## config.mk

```make
export PLATFORM = sky130hd
export DESIGN_NAME = voice_alloc_flat
export DESIGN_NICKNAME = d
export VERILOG_FILES = /design/src/rtl/voice_alloc_if.sv /design/src/rtl/voice_alloc.sv /design/src/flat_wrapper.sv
export SDC_FILE = /design/constraint.sdc
export NUM_CORES = 1
export LEC_CHECK = 0
export ABC_CLOCK_PERIOD_IN_PS = 4900
export CAP_MARGIN = 30
export CORE_UTILIZATION = 52
export DETAILED_ROUTE_END_ITERATION = 10
export PLACE_DENSITY = 0.81
export RECOVER_POWER = 100
export SLEW_MARGIN = 10
export SYNTH_ARGS = -nofsm -noshare
export SYNTH_HDL_FRONTEND = slang
export SYNTH_SLANG_ARGS = --single-unit
```

## constraint.sdc

```tcl
create_clock -name clk -period 4.9 [get_ports clk]
set_clock_uncertainty 0.05 [all_clocks]
set_input_delay 0.49 -clock clk [delete_from_list [all_inputs] [get_ports clk]]
set_output_delay 0.49 -clock clk [all_outputs]
set_load 0.02 [all_outputs]
```

## src/rtl/voice_alloc_if.sv

```systemverilog
// Note event handshake between a sequencer and the voice allocator.
interface voice_alloc_if #(
  parameter int NUM_BITS  = 32,
  parameter int NOTE_BITS = 7
);
  logic                 ev_valid;
  logic                 ev_ready;
  logic                 ev_on;
  logic [NOTE_BITS-1:0] ev_note;
  logic [NUM_BITS-1:0]  ev_word;

  modport master (
    output ev_valid, ev_on, ev_note, ev_word,
    input  ev_ready
  );

  modport slave (
    input  ev_valid, ev_on, ev_note, ev_word,
    output ev_ready
  );
endinterface

```

## src/rtl/voice_alloc.sv

```systemverilog
// Polyphonic voice allocator: scans the channel table once per event and
// retriggers, fills a free channel, or steals round-robin.
module voice_alloc #(
  parameter int NUM_BITS     = 32,
  parameter int NUM_CHANNELS = 16,
  parameter int NOTE_BITS    = 7
) (
  input  logic                             clk,
  input  logic                             rst_n,
  voice_alloc_if.slave                     ev,
  output logic [NUM_CHANNELS-1:0]          gate,
  output logic [NUM_CHANNELS-1:0]          load,
  output logic [NUM_CHANNELS*NUM_BITS-1:0] tuning_words,
  output logic                             steal
);

  localparam int IDX_W = $clog2(NUM_CHANNELS);
  localparam logic [IDX_W-1:0] LAST_IDX = IDX_W'(NUM_CHANNELS - 1);

  typedef enum logic [1:0] {IDLE, SCAN, COMMIT} state_t;

  state_t                  state_q, state_d;
  logic                    ready_q, ready_d;
  logic                    lat_on_q, lat_on_d;
  logic [NOTE_BITS-1:0]    lat_note_q, lat_note_d;
  logic [NUM_BITS-1:0]     lat_word_q, lat_word_d;
  logic [IDX_W-1:0]        idx_q, idx_d;
  logic [IDX_W-1:0]        steal_ptr_q, steal_ptr_d;
  logic                    hit_found_q, hit_found_d;
  logic [IDX_W-1:0]        hit_idx_q, hit_idx_d;
  logic                    free_found_q, free_found_d;
  logic [IDX_W-1:0]        free_idx_q, free_idx_d;
  logic [NUM_CHANNELS-1:0] gate_q, gate_d;
  logic [NUM_CHANNELS-1:0] load_q, load_d;
  logic                    steal_q, steal_d;
  logic [NOTE_BITS-1:0]    note_q [NUM_CHANNELS];
  logic [NOTE_BITS-1:0]    note_d [NUM_CHANNELS];
  logic [NUM_BITS-1:0]     word_q [NUM_CHANNELS];
  logic [NUM_BITS-1:0]     word_d [NUM_CHANNELS];
  logic [IDX_W-1:0]        target;

  always_comb begin
    state_d      = state_q;
    lat_on_d     = lat_on_q;
    lat_note_d   = lat_note_q;
    lat_word_d   = lat_word_q;
    idx_d        = idx_q;
    steal_ptr_d  = steal_ptr_q;
    hit_found_d  = hit_found_q;
    hit_idx_d    = hit_idx_q;
    free_found_d = free_found_q;
    free_idx_d   = free_idx_q;
    gate_d       = gate_q;
    note_d       = note_q;
    word_d       = word_q;
    load_d       = '0;
    steal_d      = 1'b0;
    target       = '0;

    case (state_q)
      IDLE: begin
        if (ev.ev_valid && ready_q) begin
          lat_on_d     = ev.ev_on;
          lat_note_d   = ev.ev_note;
          lat_word_d   = ev.ev_word;
          idx_d        = '0;
          hit_found_d  = 1'b0;
          hit_idx_d    = '0;
          free_found_d = 1'b0;
          free_idx_d   = '0;
          state_d      = SCAN;
        end
      end

      SCAN: begin
        // Only the first match of each kind is kept, giving lowest-index priority.
        if (gate_q[idx_q] && (note_q[idx_q] == lat_note_q) && !hit_found_q) begin
          hit_found_d = 1'b1;
          hit_idx_d   = idx_q;
        end
        if (!gate_q[idx_q] && !free_found_q) begin
          free_found_d = 1'b1;
          free_idx_d   = idx_q;
        end
        if (idx_q == LAST_IDX) begin
          state_d = COMMIT;
        end else begin
          idx_d = idx_q + IDX_W'(1);
        end
      end

      COMMIT: begin
        if (lat_on_q && (lat_word_q != '0)) begin
          if (hit_found_q) begin
            target = hit_idx_q;
          end else if (free_found_q) begin
            target = free_idx_q;
          end else begin
            target      = steal_ptr_q;
            steal_d     = 1'b1;
            steal_ptr_d = (steal_ptr_q == LAST_IDX) ? '0 : steal_ptr_q + IDX_W'(1);
          end
          gate_d[target] = 1'b1;
          note_d[target] = lat_note_q;
          word_d[target] = lat_word_q;
          load_d[target] = 1'b1;
        end else if (hit_found_q) begin
          // Release keeps note and word so the generator can play its tail.
          gate_d[hit_idx_q] = 1'b0;
        end
        state_d = IDLE;
      end

      default: state_d = IDLE;
    endcase

    ready_d = (state_d == IDLE);
  end

  always_ff @(posedge clk or negedge rst_n) begin
    if (!rst_n) begin
      state_q      <= IDLE;
      ready_q      <= 1'b0;
      lat_on_q     <= 1'b0;
      lat_note_q   <= '0;
      lat_word_q   <= '0;
      idx_q        <= '0;
      steal_ptr_q  <= '0;
      hit_found_q  <= 1'b0;
      hit_idx_q    <= '0;
      free_found_q <= 1'b0;
      free_idx_q   <= '0;
      gate_q       <= '0;
      load_q       <= '0;
      steal_q      <= 1'b0;
      for (int c = 0; c < NUM_CHANNELS; c++) begin
        note_q[c] <= '0;
        word_q[c] <= '0;
      end
    end else begin
      state_q      <= state_d;
      ready_q      <= ready_d;
      lat_on_q     <= lat_on_d;
      lat_note_q   <= lat_note_d;
      lat_word_q   <= lat_word_d;
      idx_q        <= idx_d;
      steal_ptr_q  <= steal_ptr_d;
      hit_found_q  <= hit_found_d;
      hit_idx_q    <= hit_idx_d;
      free_found_q <= free_found_d;
      free_idx_q   <= free_idx_d;
      gate_q       <= gate_d;
      load_q       <= load_d;
      steal_q      <= steal_d;
      for (int c = 0; c < NUM_CHANNELS; c++) begin
        note_q[c] <= note_d[c];
        word_q[c] <= word_d[c];
      end
    end
  end

  assign ev.ev_ready = ready_q;
  assign gate        = gate_q;
  assign load        = load_q;
  assign steal       = steal_q;

  for (genvar gi = 0; gi < NUM_CHANNELS; gi++) begin : g_words
    assign tuning_words[gi*NUM_BITS +: NUM_BITS] = word_q[gi];
  end

endmodule

```

## src/flat_wrapper.sv

```systemverilog
// flat-port wrapper written by rule: the top's interface ports become plain ports
module voice_alloc_flat 
#(
  parameter int NUM_BITS     = 32,
  parameter int NUM_CHANNELS = 16,
  parameter int NOTE_BITS    = 7
)
  (clk, rst_n, gate, load, tuning_words, steal, ev_ev_valid, ev_ev_on, ev_ev_note, ev_ev_word, ev_ev_ready);
  voice_alloc_if #(.NUM_BITS(NUM_BITS), .NOTE_BITS(NOTE_BITS)) ev_i ();
  input  logic clk;
  input  logic rst_n;
  output logic [NUM_CHANNELS-1:0] gate;
  output logic [NUM_CHANNELS-1:0] load;
  output logic [NUM_CHANNELS*NUM_BITS-1:0] tuning_words;
  output logic steal;
  input wire logic [$bits(ev_i.ev_valid)-1:0] ev_ev_valid;
  input wire logic [$bits(ev_i.ev_on)-1:0] ev_ev_on;
  input wire logic [$bits(ev_i.ev_note)-1:0] ev_ev_note;
  input wire logic [$bits(ev_i.ev_word)-1:0] ev_ev_word;
  output wire logic [$bits(ev_i.ev_ready)-1:0] ev_ev_ready;
  assign ev_i.ev_valid = ev_ev_valid;
  assign ev_i.ev_on = ev_ev_on;
  assign ev_i.ev_note = ev_ev_note;
  assign ev_i.ev_word = ev_ev_word;
  assign ev_ev_ready = ev_i.ev_ready;
  voice_alloc #(.NUM_BITS(NUM_BITS), .NUM_CHANNELS(NUM_CHANNELS), .NOTE_BITS(NOTE_BITS)) u_core (.clk(clk), .rst_n(rst_n), .ev(ev_i), .gate(gate), .load(load), .tuning_words(tuning_words), .steal(steal));
endmodule
```

==> results.toml <==
[final_layout]
num-fill-cells = 3490
syn_to_final_growth_pct = 32.63
layout_common_cells = "dfrtp_1 (718), mux2_2 (633), dlygate4sd3_1 (547), nand2_1 (152), clkbuf_16 (77)"
nNetsFinal = 2465
drive_gt1_share_pct = 33.40
layout_commonest_cell = "dfrtp_1"

[placement]
io_buffers = 588
gp_congestion = 0.9064
dp.final_hpwl_um = 56550

[die]
die_w_um = 234.3
die_area_sq_mm = 0.05488
num_rows = 84
die_h_um = 234.3
boundaryPins = 589
initial_core_util_pct = 52.96
core_area_sq_mm = 0.05297

[outcome]
violations = "max-capacitance violations, max-slew violations"
outcome = "complete, but fails checks"

[cts]
path_clk_slew_ns = 0.06
cts_tree = "done"
cts_resized = 0
cts_inserted_buffers = 74
clockBufferDepth = 3
cts_sinks = 718
clock_latency_ns = 0.61
cts_setup_buffers = 0
cts_root_buffer = "clkbuf_16"
htree_num_levels = 3

[yosys]
syn_nets = 1883
synthesis.instances = 1838
synthArstFlopShare_pct = 100.0
synth_edf_count = 0
yosys.area.top_type_share_pct = 64.05
yosys_warnings = 0
synth_area_leaders = "dfrtp_1 (64%), mux2_2 (25%), nand2_1 (2.0%)"
synth-main-ff-cell = "dfrtp_1"
syn_area_sq_mm = 0.02805
yosysTopAreaCell = "dfrtp_1"
avgSynthCellArea_sq_um = 15.26
synth-seq-cells = 718
yosysSeqAreaShare_pct = 64.05
synth.distinct_cells = 47

[worst_setup_path]
crit_family = "simple AND/OR/NAND/NOR gates"
end_kind = "flip-flop"
critical_path_required_ns = 5.34
r2r_cells = 8
cp.depth = 8
rrSetupSlack_ns = 0.57
worstPathMaxFanout = 18
path_class = "flip-flop to flip-flop"
cpMaxStageDelayCell = "clkbuf_1"
cp-start-kind = "flip-flop"
r2r-start = "u_core.lat_word_q[29]"
cp.arrival_ns = 4.77
crit_buf_inv = 1
cpPeakStageDelay_ns = 1.05
rr_endpoint = "u_core.tuning_words[365]"
path_cells = "nor4_1, nand4_1, o211ai_1, nor2b_1, nand2_1, nor2_4, clkbuf_1, mux2_2"

[detailed_routing]
dr.pass1.iters = 5
drt_iter0_markers = 987
avgRoutedWirePerCell_um = 27.35
drtAntennaViolNets = 0
drc = 0
vias = 18160
routed_via_density = 5.742
finalWirelength_um = 86480

[run]
maxCapViolCount = 3

[timing]
hold_viol = 0
relSlewSlack_pct = -94.65
slew_viol_final = 129
tns_ns = 0
worst_slew_pin_slew_ns = 2.920
setup_viol = 0
fin_crit_sh_pct = 88.45
grt_setup_unrepaired = "false"
min_period_ns = 4.334
clock.fmax_mhz = 230.7

[global_routing]
grt_max_degree = 131
grt_pass1_vias = 19530
grt_util_all_layers_pct = 31.93
grt_pass1_wl_um = 128200
grt_antenna_before_repair = 1
overflow = 0

[power]
power_density_mw_per_mm2 = 397.1
power_leakage_nw = 19.74
vdd_drop_max_uv = 280.8
total_power_w = 0.01478

[min_path]
hp-start = "ev_ev_word[11]"
worstHoldEndpoint = "u_core.lat_word_q[11]"
worstHoldPathType = "input pin to flip-flop"
worstHoldPathCells = 3
-- worst max path at each step --
stage                     startpoint                       end  slack (ns)
2_1_floorplan        u_core.idx_q[0]      u_core.free_idx_q[0]        2.39
3_3_place_gp   u_core.lat_word_q[29]  u_core.tuning_words[139]        0.92
3_5_place_dp   u_core.lat_word_q[29]  u_core.tuning_words[240]        0.89
4_1_cts        u_core.lat_word_q[29]  u_core.tuning_words[244]        0.87
5_1_grt        u_core.lat_word_q[29]  u_core.tuning_words[115]        0.39
6_report       u_core.lat_word_q[29]  u_core.tuning_words[365]        0.57
-- worst min-delay path, cell delays in order --
cell and delay (ns):
clkdlybuf4s50_1 0.39, nand2_1 0.05, nand2_1 0.04
-- layer usage --
layer	wire length (um)	vias up	global-route usage (%)
met5	0	-	0
met4	3945	0	14.18
met3	6361	197	8.694
met2	42060	665	51.43
met1	34110	9698	40.50
li1	-	7596	-
-- through the flow --
stage / std cells / util, % / hold WS, ns / cell area, sq um / setup slack [ns]
after floorplan: 1838 / - / 0.1444 / 28050 / 2.387
after global placement: 3026 / 65.67 / 0.4307 / 34790 / 0.9236
after detailed placement: 3029 / 65.83 / 0.4376 / 34870 / 0.8869
after CTS: 3159 / 70.43 / 0.3278 / 37310 / 0.8692
after global routing: 3162 / 70.24 / 0.3693 / 37210 / 0.3890
final: 3162 / 70.24 / 0.3554 / 37210 / 0.5660
-- cells in the mapped netlist (2+ instances only) --
cell type	count
nor2_1	23
a221oi_1	2
xnor2_1	9
nand2_1	152
nand4b_1	2
buf_2	30
nand4_1	9
nor2b_1	5
nor4_1	8
mux4_1	10
buf_1	17
dfrtp_1	718
inv_1	2
o22a_1	8
and2_1	3
ha_1	2
mux2_2	635
nand2b_1	9
a211oi_1	3
or3_1	2
a21oi_1	3
o31ai_1	2
or2_2	2
nor3_1	2
o21ai_0	29
clkbuf_1	85
mux2i_1	21
mux4_2	17
nand3_1	9
o22ai_1	2
-- cell families (layout without fill, tap and decap cells) --
| logic type | after synthesis | after routing | share of synthesized area, % |
|---|---|---|---|
| DFF | 718 | 718 | 64.05 |
| xor gates and xnor gates | 11 | 11 | 0.3702 |
| other | 0 | 1 | 0 |
| and+or+nand+nor | 229 | 229 | 3.528 |
| buffers and inverters | 138 | 773 | 2.078 |
| muxes | 683 | 683 | 28.54 |
| AOI/OAI and AO/OA | 57 | 57 | 1.347 |
| adders and majority gates | 2 | 2 | 0.08919 |
-- power breakdown --
group          internal (W)  switching (W)  leakage, nW  total, W
clock network       0.00330        0.00237         1.18   0.00567
registers           0.00624       0.000742         9.95   0.00698
logic              0.000788        0.00134         8.60   0.00213
-- layout make-up --
class / instances / area [sq um] / share of cell area (%)
inverter: 3 / 11.26 / 0.03027
clock buffer: 104 / 2168 / 5.828
clock inverter: 25 / 257.7 / 0.6928
sequential: 718 / 17970 / 48.29
tap: 688 / 860.8 / 2.314
multi-input combinational: 982 / 9570 / 25.72
antenna: 1 / 2.502 / 0.006726
timing repair buffer: 641 / 6367 / 17.11
-- sequential cells by signal (all words and copies together) (netlist names) --
name / count
u_core.free_idx_q: 4
u_core.tuning_words: 512
u_core.ev.ev_ready: 1
u_core.lat_on_q: 1
u_core.lat_word_q: 32
u_core.state_q: 2
u_core.gate: 16
u_core.note_q: 112
u_core.free_found_q: 1
u_core.idx_q: 4
u_core.steal: 1
u_core.hit_found_q: 1
u_core.load: 16
u_core.hit_idx_q: 4
u_core.steal_ptr_q: 4
u_core.lat_note_q: 7
-- repair_timing --
action,in CTS,in global routing
hold buffers,1,0
endpoints found under the hold margin,98,0
endpoints found under the setup margin,0,0
Note: power is estimated with default switching activity, not from simulation.
==> patch 1, RTL diff (same settings) <==
Take the reset off `lat_word_q` and load it in a clocked block of its own.
--- a/src/rtl/voice_alloc.sv
+++ b/src/rtl/voice_alloc.sv
@@ -125,3 +125,2 @@
       lat_note_q   <= '0;
-      lat_word_q   <= '0;
       idx_q        <= '0;
@@ -144,3 +143,2 @@
       lat_note_q   <= lat_note_d;
-      lat_word_q   <= lat_word_d;
       idx_q        <= idx_d;
@@ -161,2 +159,6 @@
 
+  always_ff @(posedge clk) begin
+    lat_word_q <= lat_word_d;
+  end
+
   assign ev.ev_ready = ready_q;
Formal check against the unedited RTL: no difference found for any inputs over 4 cycles, from zero or initial values and one cycle with rst_n low; that may be too few to reach the edited logic, so the function may still have changed.
==> patch 1 against the unedited design <==
The run still ends with capacitance limit, slew limit left. Clock power grew 3%. Sequential cell count is the same. Sequential power fell by 4.9%. Maximum frequency grew 3.3%. Design area is 0.33% lower. First-iteration DRC count up 12%. Critical path depth unchanged. Total power down 5.0%. Area after synthesis decreased by 1.2%. Die area decreased by 1.2%. Routed wire length down 1.1%. Worst setup slack improved by 0.14 ns.
==> patch 1: results (changes against the unedited design) <==
status: "finished with violations"
violations: "capacitance limit, slew limit"
met3_usage: 0.09963  # +0.01269
grt_max_degree: 145  # +11%
r2r-end: "u_core.tuning_words[177]"
num-nonclk-buffers: 646  # +0.78%
internal_power_w: 0.01030  # -0.29%
met3_wirelength_um: 7431  # +17%
slew_viol_final: 232  # +80%
r2r-start: "u_core.lat_word_q[17]"
drive_above_1_share: 0.3540  # +0.02000
fmax_mhz: 238.5  # +3.3%
crit_fanout: 20  # +2
clkCellAreaFrac: 0.06920  # +0.003994
ir_drop_uv: 283.1  # +0.83%
grt_usage: 0.3212  # +0.001886
grt_pass1_vias: 18910  # -3.2%
sh_seq_area: 0.4888  # +0.005917
dp_slack_ns: 1.319  # +0.4319 ns
inverters: 2  # -1
synth_top_area_frac: 0.6196  # -0.02092
clockBufferCount: 111  # +6.7%
wl_met1_um: 32590  # -4.5%
drtIter0Drc: 1102  # +12%
crit_arrival_ns: 4.64  # -0.13 ns
dp_hpwl_um: 56840  # +0.51%
multi_input_gates: 867  # -12%
gr-usage-met1: 0.4005  # -0.004545
finalWirelength_um: 85540  # -1.1%
cts_buffers: 75  # +1.4%
num_vias: 17710  # -2.5%
fin_hold_ws_ns: 0.3729  # +0.01743 ns
antenna_found_initial: 9  # +8
p_leak_nw: 19.46  # -1.4%
cap_violations: 10  # +7
buffer_area_frac: 0.1732  # +0.002050
gp_congestion: 0.8672  # -4.3%
multi_input_area_share: 0.2451  # -0.01214
n_antenna_cell: 4  # +3
use_met2: 0.5164  # +0.002081
==> patch 1: changes by cell type after synthesis, moves of 4 or more <==
cell,change
buf_1,-5
buf_2,+5
clkbuf_1,-6
dfrtp_1,-32
edfxtp_1,+32
mux2_2,-7
mux4_1,-8
mux4_2,+14
nand2_1,-88
nand4_1,-5
nor2_1,+4
o21ai_0,-14
xnor2_1,-4
xor2_1,+6
==> patch 1: power groups by stage <==
stage | clock network (W) | logic [W] | registers, W
6_report | 0.00586 | 0.00154 | 0.00664
5_1_grt | 0.00618 | 0.00164 | 0.00668
4_1_cts | 0.00594 | 0.00161 | 0.00663
3_5_place_dp | 0 | 0.00161 | 0.00674
3_3_place_gp | 0 | 0.00157 | 0.00671
2_1_floorplan | 0 | 0.000882 | 0.00659
==> patch 1: per-stage QoR <==
stage          area (sq um)  total power [W]  instances  utilization
3_3_place_gp          34610         0.008284       2919       0.6586
2_1_floorplan         27710         0.007476       1714            -
5_1_grt               37080          0.01450       3061       0.7056
3_5_place_dp          34640         0.008343       2920       0.6591
4_1_cts               37210          0.01418       3058       0.7081
6_report              37080          0.01404       3062       0.7057
==> patch 1: worst max-delay path, cell delays in order (launching register included) <==
cell	delay [ns]
edfxtp_1	0.74
nor4_1	0.14
nand4_1	0.25
o211ai_1	0.17
nor2b_1	0.20
nand2_1	0.17
nor2_1	1.19
clkbuf_2	0.73
mux2_2	0.42
==> patch 1: kinds of logic (layout without fill, tap and decap cells) <==
logic type	count (synthesis)	after routing	synth area share
flops	718	718	0.6542
mux	679	679	0.2888
simple gates	132	132	0.02186
buf+inv	129	785	0.01933
compound gates	42	42	0.01106
xor+xnor	12	12	0.003793
fa+ha+maj	2	2	0.0009030
other cells	0	4	0
==> patch 2, RTL diff (config.mk and constraints unchanged) <==
Without the edit above. `NOTE_BITS` is set to 7 in 3 places; all go to 14.
--- a/src/rtl/voice_alloc_if.sv
+++ b/src/rtl/voice_alloc_if.sv
@@ -3,3 +3,3 @@
   parameter int NUM_BITS  = 32,
-  parameter int NOTE_BITS = 7
+  parameter int NOTE_BITS = 14
 );
--- a/src/rtl/voice_alloc.sv
+++ b/src/rtl/voice_alloc.sv
@@ -5,3 +5,3 @@
   parameter int NUM_CHANNELS = 16,
-  parameter int NOTE_BITS    = 7
+  parameter int NOTE_BITS    = 14
 ) (
--- a/src/flat_wrapper.sv
+++ b/src/flat_wrapper.sv
@@ -5,3 +5,3 @@
   parameter int NUM_CHANNELS = 16,
-  parameter int NOTE_BITS    = 7
+  parameter int NOTE_BITS    = 14
 )
Interface: changed (resized ev_ev_note); port bits go from 589 to 596. The function was not compared with the original's and may differ.
==> patch 2 against the unedited design <==
The flow still finishes with violations (capacitance limit, slew limit). Routed wire length up 22%. Worst setup slack worse by 0.024 ns. Non-clock buffer count grew 19. Total power grew 19%. Die area increased by 19%. Sequential cell count grew 119. Area after synthesis up 19%. Design area rose by 17%. Sequential share of layout area about the same.
==> patch 2: results (changes against the unedited design) <==
status: "finished with violations"
violations: "capacitance limit, slew limit"
power.share.switching: 0.3034  # +0.002589
comb-power_w: 0.00253  # +19%
clkCellAreaFrac: 0.06839  # +0.003184
ir_drop_uv: 290.7  # +3.5%
syn_nets: 2253  # +20%
cts_buffers: 85  # +15%
drtIter0Drc: 1453  # +47%
inverters: 5  # +2
fillerInstances: 4245  # +22%
syn_inst: 2201  # +20%
crit_fanout: 27  # +9
multi_input_gates: 1177  # +20%
slew_viol_final: 226  # +75%
dr.max_layer_used: "met5"
synth_compound_area_frac: 0.01833  # +0.004858
wl_met2_um: 51930  # +23%
portBuffers: 595  # +1.2%
p_leak_nw: 22.66  # +15%
grt_max_degree: 126  # -3.8%
grt_usage: 0.3268  # +0.007439
cap_violations: 7  # +4
r2r-end: "u_core.note_q[123]"
antenna_found_initial: 9  # +8
dp.cells: 3523  # +16%
critPathLaunch: "u_core.lat_word_q[16]"
clk_latency_ns: 0.65  # +0.04 ns
multiInputGateArea_sq_um: 11740  # +23%
gr-usage-met1: 0.3937  # -0.01132
synth_xor_area_frac: 0.003927  # +0.0002254
use_met2: 0.5353  # +0.02096
clkSinkCount: 837  # +17%
muxShareOfSynthArea: 0.2914  # +0.006040
regArea_sq_um: 20950  # +17%
yosys.area_share.adder: 0.0007481  # -0.0001440
num-nonclk-buffers: 660  # +3.0%
wl_per_cell_um: 28.71  # +5.0%
met3_usage: 0.09497  # +0.008029
synth_area_leaders: "dfrtp_1 63%, mux2_2 25%, mux4_2 3.4%, nand2_1 1.9%, clkbuf_1 0.91%"
p_clk_frac: 0.391  # +0.007
buffer_area_frac: 0.1533  # -0.01787
ys_seq_area_frac: 0.6261  # -0.01435
stdcell_count: 3680  # +16%
grt_pass1_wl_um: 159000  # +24%
met3_wirelength_um: 8288  # +30%
tightest_slew_ns: 3.485  # +0.5648 ns
crit_arrival_ns: 4.79  # +0.02 ns
synth_cell_types: 58  # +23%
clockBufferCount: 117  # +13%
dp_hpwl_um: 70320  # +24%
==> patch 2: cell types whose count changed after synthesis, moves of 10 or more <==
cell / change
a22o_1: +11
mux4_2: +34
mux4_1: -10
buf_2: +20
o21ai_0: -13
buf_1: +25
mux2_2: +103
nand2_1: +18
dfrtp_1: +119
==> patch 2: repair_timing <==
action                    4_1_cts  5_1_grt
hold endpoints to repair       33        0
hold buffers                    1        0
resized for setup               0        0
==> patch 2: stage by stage <==
stage	hold slack (ns)	worst slack, ns	power, W	area (sq um)
after floorplan	0.1444	2.309	0.009444	33450
after global placement	0.4289	1.019	0.01070	40480
after detailed placement	0.4366	1.121	0.01081	40520
after CTS	0.2981	1.092	0.01764	43490
after global routing	0.3203	0.5029	0.01814	43390
final	0.3253	0.5425	0.01755	43400
==> patch 2: worst max-delay path: stages, from the launching register on <==
cell and delay (ns):
dfrtp_1 0.63, nor4_1 0.76, nand4_1 0.40, o211ai_1 0.46, nor2b_1 0.13, nand2_1 0.28, nor2_4 0.23, clkbuf_2 0.70
mux2_2 0.52
